### src/rtl/shift_amt_gen_mc.sv
// Per-channel shift-amount generator: a fixed-latency chunked leading-zero scanner
// fills a per-channel lz table; registered queries return the datapath shift amounts.
module shift_amt_gen_mc #(
   parameter int unsigned N_MAX         = 128,
   parameter int unsigned NUM_CH        = 4,
   parameter int unsigned WIDTH_MAC_IN  = 48,
   parameter int unsigned FRAC_BITS_IN  = 16,
   parameter int unsigned SCAN_BITS     = 8,
   parameter int unsigned MAX_SHIFT_RA1 = 14,
   parameter int unsigned MAX_SHIFT_RA2 = 45,
   parameter int unsigned MAX_SHIFT_L   = 46,
   localparam int unsigned CFG_W = $clog2(N_MAX + 1),
   localparam int unsigned CH_W  = (NUM_CH > 1) ? $clog2(NUM_CH) : 1,
   localparam int unsigned RA1_W = $clog2(MAX_SHIFT_RA1 + 1),
   localparam int unsigned RA2_W = $clog2(MAX_SHIFT_RA2 + 1),
   localparam int unsigned L_W   = $clog2(MAX_SHIFT_L + 1)
) (
   input  logic                    clk,
   input  logic                    rst_n,
   input  logic                    cfg_load,
   input  logic [CFG_W-1:0]        cfg_n,
   output logic                    cfg_err,
   input  logic                    var_valid,
   output logic                    var_ready,
   input  logic [CH_W-1:0]         var_ch,
   input  logic [WIDTH_MAC_IN-1:0] var_data,
   input  logic                    ch_clr,
   input  logic                    en,
   input  logic [2:0]              state,
   input  logic [1:0]              l_count,
   input  logic [CH_W-1:0]         q_ch,
   output logic [RA1_W-1:0]        shift_ra1_amt,
   output logic [RA2_W-1:0]        shift_ra2_amt,
   output logic [L_W-1:0]          shift_l_amt,
   output logic                    q_miss,
   output logic                    l_sat
);
   localparam int unsigned SCAN_CYC = (WIDTH_MAC_IN + SCAN_BITS - 1) / SCAN_BITS;
   localparam int unsigned PAD_W    = SCAN_CYC * SCAN_BITS;
   localparam int unsigned LZ_W     = $clog2(WIDTH_MAC_IN + 1);
   localparam int unsigned ACC_W    = $clog2(PAD_W + 1);
   localparam int unsigned SB_W     = $clog2(SCAN_BITS + 1);
   localparam int unsigned CYC_W    = (SCAN_CYC > 1) ? $clog2(SCAN_CYC) : 1;
   localparam int unsigned LOG_W    = (CFG_W > 1) ? $clog2(CFG_W) : 1;
   localparam int unsigned CHX_W    = CH_W + 1;
   localparam int unsigned SH_IN    = WIDTH_MAC_IN - 2;
   localparam int unsigned SH_OUT   = (2 * WIDTH_MAC_IN - 3 * FRAC_BITS_IN - 6) >> 1;

   typedef enum logic [1:0] {IDLE, SCAN, WRITE} fsm_t;

   fsm_t                  fsm_q, fsm_d;
   logic                  take_c;
   logic [PAD_W-1:0]      sreg;
   logic [CH_W-1:0]       wr_ch;
   logic [ACC_W-1:0]      acc;
   logic                  found;
   logic [CYC_W-1:0]      cyc;
   logic [SCAN_BITS-1:0]  chunk_c;
   logic [SB_W-1:0]       chunk_lz_c;
   logic [LZ_W-1:0]       lz_fin_c;
   logic                  wr_ok_c;
   logic [LZ_W-1:0]       lz_tab [NUM_CH];
   logic [NUM_CH-1:0]     tab_vld;
   logic [LOG_W-1:0]      log2n;
   logic [LOG_W-1:0]      log2_c;
   logic                  cfg_err_c;
   logic                  q_hit_c;
   logic [LZ_W-1:0]       lz_q_c;
   logic [RA2_W-1:0]      ra2_c;
   logic [L_W-1:0]        sl_c;
   logic                  sat_c;

   always_ff @(posedge clk or negedge rst_n) begin
      if (!rst_n) fsm_q <= IDLE;
      else        fsm_q <= fsm_d;
   end

   always_comb begin
      fsm_d  = fsm_q;
      take_c = 1'b0;
      case (fsm_q)
         IDLE: if (var_valid && var_ready) begin
            take_c = 1'b1;
            fsm_d  = SCAN;
         end
         SCAN:    if (cyc == CYC_W'(SCAN_CYC - 1)) fsm_d = WRITE;
         WRITE:   fsm_d = IDLE;
         default: fsm_d = IDLE;
      endcase
   end

   // Leading zeros of the current MSB-side chunk; the last hit is the highest set bit.
   always_comb begin
      chunk_c    = sreg[PAD_W-1 -: SCAN_BITS];
      chunk_lz_c = SB_W'(SCAN_BITS);
      for (int i = 0; i < int'(SCAN_BITS); i++) begin
         if (chunk_c[i]) chunk_lz_c = SB_W'(int'(SCAN_BITS) - 1 - i);
      end
   end

   // LSB zero padding only inflates the all-zero case, so clamp to the word width.
   always_comb begin
      lz_fin_c = (acc > ACC_W'(WIDTH_MAC_IN)) ? LZ_W'(WIDTH_MAC_IN) : LZ_W'(acc);
      wr_ok_c  = (CHX_W'(wr_ch) < CHX_W'(NUM_CH));
   end

   always_ff @(posedge clk or negedge rst_n) begin
      if (!rst_n) begin
         sreg      <= '0;
         wr_ch     <= '0;
         acc       <= '0;
         found     <= 1'b0;
         cyc       <= '0;
         var_ready <= 1'b0;
      end else begin
         var_ready <= (fsm_d == IDLE);
         if (take_c) begin
            sreg  <= PAD_W'(var_data) << (PAD_W - WIDTH_MAC_IN);
            wr_ch <= var_ch;
            acc   <= '0;
            found <= 1'b0;
            cyc   <= '0;
         end else if (fsm_q == SCAN) begin
            sreg <= sreg << SCAN_BITS;
            cyc  <= cyc + CYC_W'(1);
            if (!found) begin
               acc <= acc + ACC_W'(chunk_lz_c);
               if (chunk_c != '0) found <= 1'b1;
            end
         end
      end
   end

   // Table update; a write lands after a same-cycle clear so the written channel stays valid.
   always_ff @(posedge clk or negedge rst_n) begin
      if (!rst_n) begin
         for (int i = 0; i < int'(NUM_CH); i++) lz_tab[i] <= '0;
         tab_vld <= '0;
      end else begin
         if (ch_clr) tab_vld <= '0;
         if (fsm_q == WRITE && wr_ok_c) begin
            lz_tab[wr_ch]  <= lz_fin_c;
            tab_vld[wr_ch] <= 1'b1;
         end
      end
   end

   always_comb begin
      log2_c = '0;
      for (int i = 0; i < int'(CFG_W); i++) begin
         if (cfg_n[i]) log2_c = LOG_W'(i);
      end
      cfg_err_c = (cfg_n == '0) || ((cfg_n & (cfg_n - CFG_W'(1))) != '0);
   end

   always_ff @(posedge clk or negedge rst_n) begin
      if (!rst_n) begin
         log2n   <= '0;
         cfg_err <= 1'b0;
      end else if (cfg_load) begin
         log2n   <= log2_c;
         cfg_err <= cfg_err_c;
      end
   end

   always_comb begin
      q_hit_c = (CHX_W'(q_ch) < CHX_W'(NUM_CH)) && tab_vld[q_ch];
      lz_q_c  = q_hit_c ? lz_tab[q_ch] : '0;
      ra2_c   = '0;
      if (state[1:0] == l_count) begin
         if (state == 3'b010)      ra2_c = RA2_W'({log2n, 1'b0});
         else if (state == 3'b011) ra2_c = RA2_W'(SH_OUT) + RA2_W'(lz_q_c >> 1);
      end
      if (lz_q_c <= LZ_W'(SH_IN)) begin
         sl_c  = L_W'(LZ_W'(SH_IN) - lz_q_c);
         sat_c = 1'b0;
      end else begin
         sl_c  = '0;
         sat_c = 1'b1;
      end
   end

   always_ff @(posedge clk or negedge rst_n) begin
      if (!rst_n) begin
         shift_ra1_amt <= '0;
         shift_ra2_amt <= '0;
         shift_l_amt   <= '0;
         q_miss        <= 1'b0;
         l_sat         <= 1'b0;
      end else if (en) begin
         shift_ra1_amt <= RA1_W'({log2n, 1'b0});
         shift_ra2_amt <= ra2_c;
         shift_l_amt   <= sl_c;
         q_miss        <= !q_hit_c;
         l_sat         <= sat_c;
      end
   end
endmodule

### config.mk
export PLATFORM = sky130hd
export DESIGN_NAME = shift_amt_gen_mc
export DESIGN_NICKNAME = d
export VERILOG_FILES = /design/src/rtl/shift_amt_gen_mc.sv
export SDC_FILE = /design/constraint.sdc
export NUM_CORES = 1
export LEC_CHECK = 0
export BUFFER_PORTS_ARGS = -buffer_cell sky130_fd_sc_hd__buf_2
export CORE_MARGIN = 4
export CORE_UTILIZATION = 40
export DETAILED_ROUTE_END_ITERATION = 10
export PLACE_DENSITY_LB_ADDON = 0.08
export SKIP_LAST_GASP = 1
export SLEW_MARGIN = 30
export SYNTH_ARGS = -nofsm -noshare
export SYNTH_HDL_FRONTEND = slang
export SYNTH_SLANG_ARGS = --single-unit
export TNS_END_PERCENT = 20
### constraint.sdc
create_clock -name clk -period 2.4 [get_ports clk]
set_input_delay 0.12 -clock clk [delete_from_list [all_inputs] [get_ports clk]]
set_output_delay 0.12 -clock clk [all_outputs]
set_load 0.02 [all_outputs]
* After elaboration in Yosys (flattened, before gate mapping)
Index checks and enable logic that the tools add are counted.
Storage, ports and cells: flip-flop bits (word level) 112, latch bits 0, RAM bits 0, ROM bits 0, bits of input ports 71, output and inout bits 20, logic and storage cells 105, memories 0
Cells by class: $add $sub $neg 5, multiply operators 0, divide/modulo/power cells 0, magnitude comparators 8, equality and inequality tests 7, shift-type cells 0, multiplexer cells 50, bitwise gates (word level) 4, reduce and logical (&&, ||, !) cells 12
Operators by type and width (count):
- two-way mux 48 bit | 2
- two-way mux 6 bit | 12
- two-way mux 4 bit | 10
- bitwise mux 24 bit | 1
- two-way mux 3 bit | 8
- nonzero test 8 bit | 2
- binary-select mux 6 bit (select 2 bit) | 1
- demux 6 bit (select 2 bit) | 1
- two-way mux 1 bit | 10
- bitwise AND 8 bit | 1
- zero test 8 bit | 1
- subtractor 8 x 1 -> 8 bit (second input constant) | 1
- adder 5 x 5 -> 6 bit (first input constant) | 1
- adder 6 x 4 -> 6 bit | 1
- == test 3 x 2 -> 1 bit (second input constant) | 2
- >= comparator 3 bit (second input constant) | 2
- greater-than comparator 6 bit (second input constant) | 1
- less-or-equal comparator 6 bit (second input constant) | 1
- < comparator 2 x 3 -> 1 bit (second input constant) | 2
- inverter 2 -> 3 bit | 2
- subtractor 6 bit (first input constant) | 1
- zero test 2 bit | 2
- two-way mux 2 bit | 2
- bitwise OR 4 bit | 1
- 16 further kinds | 18

* Longest topological paths before layout
depth after elaboration 12, mapped depth 12, mapped depth without buffers 12

* Least setup slack after synthesis
No wires, ideal clock.
path kind register -> register, start register tab_vld[3], end register shift_l_amt[1], setup time 0.137 ns, arrival time 2.219 ns, data required time 2.263 ns, slack 0.045 ns, stages on the path, launching flop included 9, buffers on the path 0, period minus slack after synthesis 2.355 ns, cell sequence dfrtp_1 mux4_2 and2_1 ha_1 or3b_1 o22ai_2 a21oi_4 nor3b_2 o22ai_1
On the way: longest elaborated chain between the ends 5, elaborated cells between the ends (all ways) 6, classes of those cells 1 x add/sub; 1 x order compare; 4 x mux
RTL lines:
- start: declaration | RTL line 63 | logic [NUM_CH-1:0] tab_vld;
- start signal: assignment | RTL line 138 | tab_vld <= '0;
- start signal: assignment | RTL line 140 | if (ch_clr) tab_vld <= '0;
- start signal: indexed assignment | RTL line 143 | tab_vld[wr_ch] <= 1'b1;
- binary-select mux 1 bit (select 2 bit) * | RTL line 167 | q_hit_c = (CHX_W'(q_ch) < CHX_W'(NUM_CH)) && tab_vld[q_ch];
- two-way mux 1 bit (not written as such) * | RTL line 167
- two-way mux 6 bit * | RTL line 168 | lz_q_c = q_hit_c ? lz_tab[q_ch] : '0;
- subtractor 6 bit or less-or-equal comparator 6 bit (tied branches) | RTL line 175, 174
- two-way mux 6 bit * | RTL line 174 | if (lz_q_c <= LZ_W'(SH_IN)) begin
- end signal: assignment | RTL line 193 | shift_l_amt <= sl_c;
- end: declaration | RTL line 34 | output logic [L_W-1:0] shift_l_amt,
Mark *: on every way between the ends. The rest lies on a longest branch, timed or not. The select of a mux whose other input is x is not followed. A chain may end at the register's enable or synchronous reset.

* Final worst setup path
start register lz_tab[1] (netlist name), end register l_sat
On the way: longest elaborated chain between the ends 6
RTL lines:
- start: declaration | RTL line 62 | logic [LZ_W-1:0] lz_tab [NUM_CH];
- start signal: indexed assignment | RTL line 142 | lz_tab[wr_ch] <= lz_fin_c;
- binary-select mux 6 bit (select 2 bit) | RTL line 168
- two-way mux 6 bit (not written as such) (2 in a row) | RTL line 168
- two-way mux 6 bit | RTL line 168
- less-or-equal comparator 6 bit | RTL line 174
- two-way mux 1 bit | RTL line 174
- end signal: assignment | RTL line 195 | l_sat <= sat_c;
- end: declaration | RTL line 36 | output logic l_sat
No other way between the ends. The select of a mux whose other input is x is not followed.

==> reports/metrics.yaml <==
status: "finished, final reports clean"
tns_ns: 0
critical-path-max-stage-delay_ns: 0.49
ys_warn_count: 0
cpMaxStageDelayCell: "mux4_2"
endpoint: "l_sat$_DFFE_PN0P_"
ys_seq_area_frac: 0.5302
peakVddDrop_v: 0.0005612
worst-path-stages: 8
drt_iter0_drc: 413
cts_buffers: 9
netlist_instances: 528
place_inst: 775
grt-ovfl-total: 0
final_area_mm2: 0.006774
final_nets: 741
drt-vias-per-instance: 5.018
wl_per_cell_um: 15.03
grt_max_degree: 54
area_growth_pct: 28.14
core_area_mm2: 0.01277
r2r-end: "l_sat$_DFFE_PN0P_"
ant_nets: 0
fp.dieArea_mm2: 0.01512
syn_area_mm2: 0.005286
cts_sinks: 112
start_util: 0.4139
p_per_area_mw_per_mm2: 966.3
synthArstFlopShare: 1.000
avgSynthCellArea_um2: 10.01
yosysMostFrequentCell: "nand2_1"
ios: 91
path_buf_inv: 0
root_buffer: "clkbuf_16"
holdCritPathClass: "in -> reg"
place_congestion: 0.8240
post_dp_cell_area_mm2: 0.005963
dr_total_vias: 4195
power_frac_comb: 0.318
drive_gt1_frac: 0.2349
clk_pin_slew_ns: 0.07
drtPass1Iterations: 4
maxSlewViolCount: 0
worstSetupEndpointType: "flip-flop"
tightest_slew_ns: 0.5874
min_period_ns: 2.338
stdcell_count: 836
internal-power_mw: 4.260
die_y_um: 123.0
die_width_um: 123.0
cts_setup_buffers: 0
yosysTopAreaCell: "dfrtp_1"
routed_wl_mm: 12.57
grt_pass1_vias: 4077
ys_types: 61
dp_hpwl_mm: 8.740
num_rows: 41
synth_nets: 609
worstRegToRegCells: 8
pwr-share-clk: 0.248
clock_path_buffers: 2
start_kind: "flip-flop"
grt_pass1_wl_mm: 20.71
synth_edf_count: 0
yosysTopAreaCellShare: 0.5302
period_share: 0.9742
portBuffers: 89
cp_top_family: "simple AND/OR/NAND/NOR gates"
diodes: 0
critPathLaunch: "lz_tab[1]$_DFFE_PN0P_"
cp_max_fo: 4
antenna_found_initial: 0
leakagePower_nw: 3.171
crit_arrival_ns: 2.62
yosys-top-cells-count: "nand2_1 (132), dfrtp_1 (112), o21ai_0 (46), a22oi_1 (37), clkbuf_1 (21)"
fmax_mhz: 427.7
p_seq_frac: 0.435
htree_levels: 3
drc: 0
path_class: "reg -> reg"
drv_cap: 0
switchingPower_mw: 2.286
synthFlopType: "dfrtp_1"
grt_setup_unrepaired: "yes"
synthTopCellsByArea: "dfrtp_1 (53%), nand2_1 (9.4%), a22oi_1 (5.3%)"
grt.total_usage: 0.1748
hold_viol_final: 0
worstPathCellList: "mux4_2 > and2_4 > ha_2 > or3b_4 > o22ai_4 > a21oi_4 > nor3b_2 > mux2_4"
fin_skew_ns: 0.008194
r2r-start: "lz_tab[1]$_DFFE_PN0P_"
clk_latency_ns: 0.35
fin_util: 0.5303
slew_headroom: 0.6063
cts_tree: "yes"
rrSetupSlack_ns: 0.06
sw_frac_of_total: 0.3493
ys_seq_elements: 112
cp.required_ns: 2.69
final-setup-viol-count: 0
## worst min path at each step
stage / startpoint / to / depth (start not counted)
6_report: var_data[5] / sreg[5]$_DFFE_PN0P_ / 3
5_1_grt: var_data[5] / sreg[5]$_DFFE_PN0P_ / 3
4_1_cts: var_data[41] / sreg[41]$_DFFE_PN0P_ / 3
3_5_place_dp: rst_n / shift_ra1_amt[2]$_DFFE_PN0P_ / 1
3_3_place_gp: rst_n / shift_ra1_amt[2]$_DFFE_PN0P_ / 1
2_1_floorplan: rst_n / acc[0]$_DFFE_PN0P_ / 0
## power groups by stage
stage | clock [mW] | combinational, mW | sequential [mW]
after floorplan | 0 | 1.49 | 2.78
after global placement | 0 | 1.98 | 2.86
after detailed placement | 0 | 2.02 | 2.88
after CTS | 1.68 | 2.09 | 2.85
after global routing | 1.75 | 2.35 | 2.93
final | 1.62 | 2.08 | 2.84
## kinds of logic after synthesis
| logic type | count (synthesis) | share of synthesized area |
|---|---|---|
| AO/OA/AOI/OAI | 129 | 0.1602 |
| XOR/XNOR | 8 | 0.01325 |
| adder cells (fa/ha/maj) | 11 | 0.02698 |
| buffers and inverters | 48 | 0.03692 |
| flip-flops | 112 | 0.5302 |
| multiplexers | 26 | 0.06817 |
| other | 1 | 0.0007094 |
| AND/OR/NAND/NOR | 193 | 0.1636 |
## final cells by class
cell class / instances / area [µm²]
Clock buffer: 11 / 242.7
Clock inverter: 4 / 77.57
Fill cell: 1178 / 6000
Inverter: 20 / 75.07
Multi-Input combinational cell: 368 / 2331
Sequential cell: 112 / 2803
Tap cell: 172 / 215.2
Timing Repair Buffer: 149 / 1030
## per-layer routing
metal	wire length, µm	part of all wire	vias up	GRT usage
li1	-	-	2086	-
met1	6229	0.50	2007	0.2584
met2	5618	0.45	85	0.2569
met3	486	0.039	17	0.02928
met4	231	0.018	0	0.06858
met5	0	0	-	0
## stage by stage
| stage | worst slack (ns) | hold slack (ns) | total power [mW] |
|---|---|---|---|
| final | 0.06187 | 0.001837 | 6.546 |
| after floorplan | 0.04473 | -0.1756 | 4.262 |
| after global placement | 0.02719 | 0.01630 | 4.837 |
| after global routing | -0.03716 | 0.008622 | 7.025 |
| after CTS | -0.003451 | 0.0005607 | 6.614 |
| after detailed placement | -0.02272 | 0.01858 | 4.908 |
## placed cells by master (no fill, tap or decap), types with 5 or more instances in the layout
cell | Yosys | routed
a21o_1 | 5 | 5
a21oi_1 | 17 | 17
a22oi_1 | 37 | 37
buf_2 | 3 | 88
buf_4 | 1 | 13
clkbuf_16 | 0 | 9
dfrtp_1 | 112 | 112
dlygate4sd3_1 | 0 | 46
ha_1 | 9 | 7
inv_1 | 20 | 20
mux2_2 | 10 | 10
mux2i_1 | 9 | 9
mux4_2 | 4 | 5
nand2_1 | 132 | 132
nand2b_1 | 5 | 5
nor2_1 | 17 | 16
nor2b_1 | 6 | 5
nor3_1 | 6 | 6
o21ai_0 | 46 | 45
o22ai_1 | 5 | 5
xor2_1 | 5 | 5
## worst reg2reg max path, stage by stage, from the launching register on
cell and delay, ns:
dfrtp_1 0.38, mux4_2 0.49, and2_4 0.20, ha_2 0.18, or3b_4 0.38, o22ai_4 0.17
a21oi_4 0.10, nor3b_2 0.22, mux2_4 0.17
## state kept, by name, indices dropped and copies added, names as in the netlist
register       cells
sreg              48
lz_tab            24
acc                6
shift_l_amt        6
shift_ra2_amt      6
tab_vld            4
cyc                3
log2n              3
shift_ra1_amt      3
fsm_q              2
wr_ch              2
cfg_err            1
found              1
l_sat              1
q_miss             1
var_ready          1
## timing repair
action / CTS / global route
pin swaps: 2 / 4
endpoints found under the setup margin: 2 / 8
gates resized for setup: 1 / 9
hold buffers: 46 / 0
endpoints found under the hold margin: 115 / 0
Power figures use the tool's default switching activity.
